File: src/rtl/multi_cycle_control.sv
// Multi-cycle MIPS main control FSM: sequences fetch/decode/execute/memory/writeback
// over a shared memory port, with a wait-state timeout and an illegal-opcode trap.
module multi_cycle_control #(
  parameter int OPCODE_W = 6,
  parameter int ALUOP_W  = 4,
  parameter int TIMEOUT  = 16
) (
  input  logic                CLK,
  input  logic                Reset,
  input  logic [OPCODE_W-1:0] Opcode,
  input  logic                MemReady,
  output logic                PCWrite,
  output logic                PCWriteCond,
  output logic                IorD,
  output logic                MemRead,
  output logic                MemWrite,
  output logic                IRWrite,
  output logic                MemToReg,
  output logic                RegDst,
  output logic                RegWrite,
  output logic                ALUSrcA,
  output logic [1:0]          ALUSrcB,
  output logic [1:0]          PCSource,
  output logic                SignExtend,
  output logic [ALUOP_W-1:0]  ALUOp,
  output logic                IllegalOp,
  output logic                BusError
);

  localparam int CNT_W = (TIMEOUT > 1) ? $clog2(TIMEOUT) : 1;
  localparam logic [CNT_W-1:0] CNT_LAST = CNT_W'(TIMEOUT - 1);

  localparam logic [OPCODE_W-1:0] OP_R   = OPCODE_W'(6'b000000);
  localparam logic [OPCODE_W-1:0] OP_LW  = OPCODE_W'(6'b100011);
  localparam logic [OPCODE_W-1:0] OP_SW  = OPCODE_W'(6'b101011);
  localparam logic [OPCODE_W-1:0] OP_BEQ = OPCODE_W'(6'b000100);
  localparam logic [OPCODE_W-1:0] OP_J   = OPCODE_W'(6'b000010);
  localparam logic [OPCODE_W-1:0] OP_IMM_LO = OPCODE_W'(6'b001000);
  localparam logic [OPCODE_W-1:0] OP_IMM_HI = OPCODE_W'(6'b001111);

  localparam logic [3:0] ALU_ADD   = 4'd0;
  localparam logic [3:0] ALU_SUB   = 4'd1;
  localparam logic [3:0] ALU_FUNCT = 4'd2;
  localparam logic [3:0] ALU_OR    = 4'd3;
  localparam logic [3:0] ALU_AND   = 4'd4;
  localparam logic [3:0] ALU_LUI   = 4'd5;
  localparam logic [3:0] ALU_SLT   = 4'd6;
  localparam logic [3:0] ALU_SLTU  = 4'd7;
  localparam logic [3:0] ALU_XOR   = 4'd8;

  typedef enum logic [3:0] {
    S_FETCH, S_DECODE, S_RTYPE, S_RWB, S_IMMEX, S_IWB, S_MEMADDR,
    S_MEMRD, S_LWB, S_MEMWR, S_BRANCH, S_JUMP, S_TRAP, S_HALT
  } state_t;

  state_t           state_r;
  state_t           done_state_s;
  state_t           sel_s;
  logic [CNT_W-1:0] cnt_r;
  logic             illegal_r;
  logic             bus_err_r;
  logic [3:0]       aluop_s;

  // Successor of a memory-wait state once MemReady completes the access.
  always_comb begin
    done_state_s = S_FETCH;
    case (state_r)
      S_FETCH: done_state_s = S_DECODE;
      S_MEMRD: done_state_s = S_LWB;
      default: done_state_s = S_FETCH;
    endcase
  end

  // State register, wait-state counter and sticky error flags.
  always_ff @(posedge CLK) begin
    if (Reset) begin
      state_r   <= S_FETCH;
      cnt_r     <= '0;
      illegal_r <= 1'b0;
      bus_err_r <= 1'b0;
    end else begin
      cnt_r <= '0;
      case (state_r)
        S_FETCH, S_MEMRD, S_MEMWR: begin
          if (MemReady) begin
            state_r <= done_state_s;
          end else if (cnt_r == CNT_LAST) begin
            state_r   <= S_HALT;
            bus_err_r <= 1'b1;
          end else begin
            cnt_r <= cnt_r + CNT_W'(1);
          end
        end
        S_DECODE: begin
          if (Opcode == OP_R) begin
            state_r <= S_RTYPE;
          end else if (Opcode == OP_LW || Opcode == OP_SW) begin
            state_r <= S_MEMADDR;
          end else if (Opcode == OP_BEQ) begin
            state_r <= S_BRANCH;
          end else if (Opcode == OP_J) begin
            state_r <= S_JUMP;
          end else if (Opcode >= OP_IMM_LO && Opcode <= OP_IMM_HI) begin
            state_r <= S_IMMEX;
          end else begin
            state_r   <= S_TRAP;
            illegal_r <= 1'b1;
          end
        end
        S_RTYPE:   state_r <= S_RWB;
        S_IMMEX:   state_r <= S_IWB;
        S_MEMADDR: state_r <= (Opcode == OP_SW) ? S_MEMWR : S_MEMRD;
        S_RWB, S_IWB, S_LWB, S_BRANCH, S_JUMP: state_r <= S_FETCH;
        S_TRAP:    state_r <= S_HALT;
        S_HALT:    state_r <= S_HALT;
        default:   state_r <= S_HALT;
      endcase
    end
  end

  // Immediate-group ALU operation from the low opcode bits.
  always_comb begin
    aluop_s = ALU_ADD;
    case (Opcode[2:0])
      3'b000, 3'b001: aluop_s = ALU_ADD;
      3'b010:         aluop_s = ALU_SLT;
      3'b011:         aluop_s = ALU_SLTU;
      3'b100:         aluop_s = ALU_AND;
      3'b101:         aluop_s = ALU_OR;
      3'b110:         aluop_s = ALU_XOR;
      3'b111:         aluop_s = ALU_LUI;
      default:        aluop_s = ALU_ADD;
    endcase
  end

  // Holding Reset decodes as HALT so every strobe drops immediately.
  assign sel_s = Reset ? S_HALT : state_r;

  // Moore output decode; only IRWrite/PCWrite in fetch look at MemReady.
  always_comb begin
    PCWrite     = 1'b0;
    PCWriteCond = 1'b0;
    IorD        = 1'b0;
    MemRead     = 1'b0;
    MemWrite    = 1'b0;
    IRWrite     = 1'b0;
    MemToReg    = 1'b0;
    RegDst      = 1'b0;
    RegWrite    = 1'b0;
    ALUSrcA     = 1'b0;
    ALUSrcB     = 2'd0;
    PCSource    = 2'd0;
    SignExtend  = 1'b0;
    ALUOp       = ALUOP_W'(ALU_ADD);
    case (sel_s)
      S_FETCH: begin
        MemRead = 1'b1;
        ALUSrcB = 2'd1;
        IRWrite = MemReady;
        PCWrite = MemReady;
      end
      S_DECODE: begin
        ALUSrcB    = 2'd3;
        SignExtend = 1'b1;
      end
      S_RTYPE: begin
        ALUSrcA = 1'b1;
        ALUOp   = ALUOP_W'(ALU_FUNCT);
      end
      S_RWB: begin
        RegDst   = 1'b1;
        RegWrite = 1'b1;
      end
      S_IMMEX: begin
        ALUSrcA    = 1'b1;
        ALUSrcB    = 2'd2;
        ALUOp      = ALUOP_W'(aluop_s);
        SignExtend = ~Opcode[2];
      end
      S_IWB: RegWrite = 1'b1;
      S_MEMADDR: begin
        ALUSrcA    = 1'b1;
        ALUSrcB    = 2'd2;
        SignExtend = 1'b1;
      end
      S_MEMRD: begin
        IorD    = 1'b1;
        MemRead = 1'b1;
      end
      S_LWB: begin
        MemToReg = 1'b1;
        RegWrite = 1'b1;
      end
      S_MEMWR: begin
        IorD     = 1'b1;
        MemWrite = 1'b1;
      end
      S_BRANCH: begin
        ALUSrcA     = 1'b1;
        ALUOp       = ALUOP_W'(ALU_SUB);
        PCWriteCond = 1'b1;
        PCSource    = 2'd1;
      end
      S_JUMP: begin
        PCWrite  = 1'b1;
        PCSource = 2'd2;
      end
      default: PCWrite = 1'b0;
    endcase
  end

  assign IllegalOp = illegal_r;
  assign BusError  = bus_err_r;

endmodule

File: config.mk
export PLATFORM = sky130hd
export DESIGN_NAME = multi_cycle_control
export DESIGN_NICKNAME = d
export VERILOG_FILES = /design/src/rtl/multi_cycle_control.sv
export SDC_FILE = /design/constraint.sdc
export NUM_CORES = 1
export LEC_CHECK = 0
export BUFFER_PORTS_ARGS = -buffer_cell sky130_fd_sc_hd__clkbuf_2
export CELL_PAD_IN_SITES_DETAIL_PLACEMENT = 1
export CELL_PAD_IN_SITES_GLOBAL_PLACEMENT = 1
export CORE_UTILIZATION = 37
export DETAILED_ROUTE_END_ITERATION = 10
export GPL_TIMING_DRIVEN = 0
export PLACE_DENSITY_LB_ADDON = 0.1
export SLEW_MARGIN = 20
export SYNTH_ARGS = -nofsm -noshare
export SYNTH_HDL_FRONTEND = slang
export SYNTH_SLANG_ARGS = --single-unit
File: constraint.sdc
create_clock -name CLK -period 3.6 [get_ports CLK]
set_clock_uncertainty 0.1 [all_clocks]
set_input_delay 0.18 -clock CLK [delete_from_list [all_inputs] [get_ports CLK]]
set_output_delay 0.18 -clock CLK [all_outputs]
set_load 0.01 [all_outputs]
==> run_results.csv <==
group,metric,value,unit
status,status,"finished, final reports clean",
cts,clk_pin_slew,0.06,ns
detailed_routing,viasPerCell,5.688,
timing,setup_violations,0,
timing,drv_slew,0,
worst_setup_path,criticalPathCategory,"flip-flop to primary output",
grt,grt_usage,22.32,%
cts,clkLatencyLatePin,0.27,ns
detailed_routing,vias,1058,
floorplan,die_area,0.002713,sq mm
synthesis,ys_warn_count,0,
cts,cts_resized,0,
synthesis,syn_nets,141,
worst_setup_path,worstPathArrival,2.03,ns
synthesis,synth_area_leaders,"dfxtp_1 22%, nor3_1 7.5%, ha_1 6.7%, nor2_1 5.7%, a211oi_1 4.9%",
finish,final_cell_area,0.001126,sq mm
floorplan,io_pins,30,
placed_design,routabilityCongestion,0.8631,
detailed_routing,drt-initial-drc-count,18,
power,power,0.0005979,W
finish,layout.nets,174,
floorplan,die_y,52.09,um
timing,rsz0062_at_grt,"false",
cts,cts.sinks,10,
timing,fin_setup_tns,0,ns
worst_setup_path,startpoint_type,"flip-flop",
floorplan,core,0.002297,sq mm
cts,cts_inserted_buffers,3,
power,cellPowerDensity,531.0,mW/mm^2
synthesis,yosysSeqAreaShare,21.56,%
finish,multi_input_area,663.1,sq um
grt,grt-ovfl-total,0,
synthesis,async_reset_ff_share,0,%
power,p_leak,0.4767,nW
synthesis,synth-edff-count,0,
finish,syn2layout_area_growth,21.29,%
floorplan,rows,17,
detailed_routing,dr.pass1.iters,4,
worst_setup_path,cp-end-kind,"primary output",
cts,cts_setup_buffers,0,
floorplan,initial_core_util,40.41,%
synthesis,netlist.top_cell.by_area,"dfxtp_1",
placed_design,io_buffers,28,
synthesis,synth_top_cell_area_share,21.56,%
min_path,min-delay-start,"Opcode[4]",
power,vdd_drop_max,231.8,uV
cts,cts_root_buffer,"clkbuf_4",
detailed_routing,drc,0,
synthesis,netlist_top_cells_count,"14 x nor2_1, 14 x nor3_1, 10 x dfxtp_1",
cts,hold_buffers,0,
detailed_routing,routed_wl,2722,um
worst_setup_path,crit_fanout,10,
finish,fillCellCount,317,
detailed_routing,routedWlPerCell,14.63,um
worst_setup_path,required,3.32,ns
worst_setup_path,reg2reg_to,"IllegalOp",
timing,max_freq,0.4337,GHz
synthesis,syn_area,928.4,sq um
timing,fin_crit,2.306,ns
worst_setup_path,r2r_start,"state_r[2]",
synthesis,synthCells,127,
grt,grt_pass1_vias,1038,
timing,relSlewSlack,66.82,%
worst_setup_path,crit_start,"state_r[2]",
grt,grt_pass1_wl,4567,um
synthesis,syn_area_per_cell,7.310,sq um
cts,cts_tree,"built",
synthesis,synth_ff_type,"dfxtp_1",
finish,diodes,0,
finish,fin_util,49.02,%
finish,ff_latch_area,200.2,sq um
timing,finalHoldViolations,0,
flow_run,maxCapViolCount,0,
grt,antenna_found_initial,0,
timing,fin_crit_sh,64.04,%
worst_setup_path,crit_path_end,"ALUOp[2]",
timing,worst_pin_slew,0.4910,ns
min_path,worstHoldPathType,"primary input to flip-flop",
worst_setup_path,rrSetupSlack,1.62,ns
worst_setup_path,reg2regPathDepth,6,
grt,grt_max_degree,11,
placed_design,placed_area,0.001104,sq mm
cts,htree_levels,1,
placed_design,dp_hpwl,2198,um
synthesis,synth-seq-cells,10,
cts,cts.path.max_buffers,2,
finish,drive_above_1_share,25.95,%
synthesis,yosysUniqueCellTypes,43,
detailed_routing,detail-route-antenna-nets,0,
floorplan,dieWidth,52.09,um
-- metrics by stage --
step           std cells  worst slack, ns  hold WS (ns)
2_1_floorplan        127            1.821        0.2690
3_3_place_gp         183            1.572        0.3291
3_5_place_dp         183            1.575        0.3490
4_1_cts              186            1.274        0.2107
5_1_grt              186            1.128        0.2319
6_report             186            1.294        0.2228
-- cell type report --
cell class	count	share of cell area, %
plain buffers	10	4.111
well taps	28	3.111
clock buffers	3	2.000
flip-flops and latches	10	17.78
repair buffers	28	12.44
inverters	5	1.667
multi-input cells	102	58.89
-- cells in the final DEF, fill, tap and decap left out, types with 3 or more instances in the layout --
cell / instances
dfxtp_1: 10
a211oi_1: 6
clkbuf_2: 28
a21oi_1: 4
nor2b_1: 3
inv_1: 5
clkbuf_1: 8
nor3_1: 14
nand2_1: 9
nor2_1: 14
ha_1: 5
nand3_1: 3
o21ai_0: 4
nor3b_1: 4
clkbuf_4: 3
nand2b_1: 5
-- layer usage --
layer,GRT usage [%],wire length (um)
met2,39.74,1371
met1,26.61,1207
met5,0,0
met4,10.36,33
met3,1.754,110
-- critical path, cell delays in order, from the launching register on --
cell	delay [ns]
dfxtp_1	0.34
clkbuf_1	0.37
nand2_1	0.17
or4_1	0.49
a211oi_1	0.24
clkbuf_2	0.17
-- flip-flops by register name (all words and copies together) (netlist names) --
register   cells
state_r        4
cnt_r          4
IllegalOp      1
BusError       1
-- how the worst min path moves through the flow --
stage	slack, ns	end	cells after the start
after floorplan	0.27	cnt_r[0]	2
after global placement	0.33	cnt_r[0]	1
after detailed placement	0.35	cnt_r[0]	1
after CTS	0.21	state_r[0]	4
after global routing	0.23	cnt_r[1]	3
final	0.22	state_r[0]	4
-- logic make-up after synthesis --
family | share of synthesized area [%]
simple gates | 39.62
compound gates | 19.81
buf+inv | 7.008
flops | 21.56
fa+ha+maj | 6.739
mux | 3.369
xor+xnor | 1.887
-- power breakdown --
| group | switching [W] | leakage [nW] | internal, W |
|---|---|---|---|
| combinational | 0.000215 | 0.381 | 0.000154 |
| clock | 0.0000359 | 0.0138 | 0.0000385 |
| sequential | 0.0000208 | 0.0816 | 0.000134 |
Note: power is estimated with default switching activity, not from simulation.
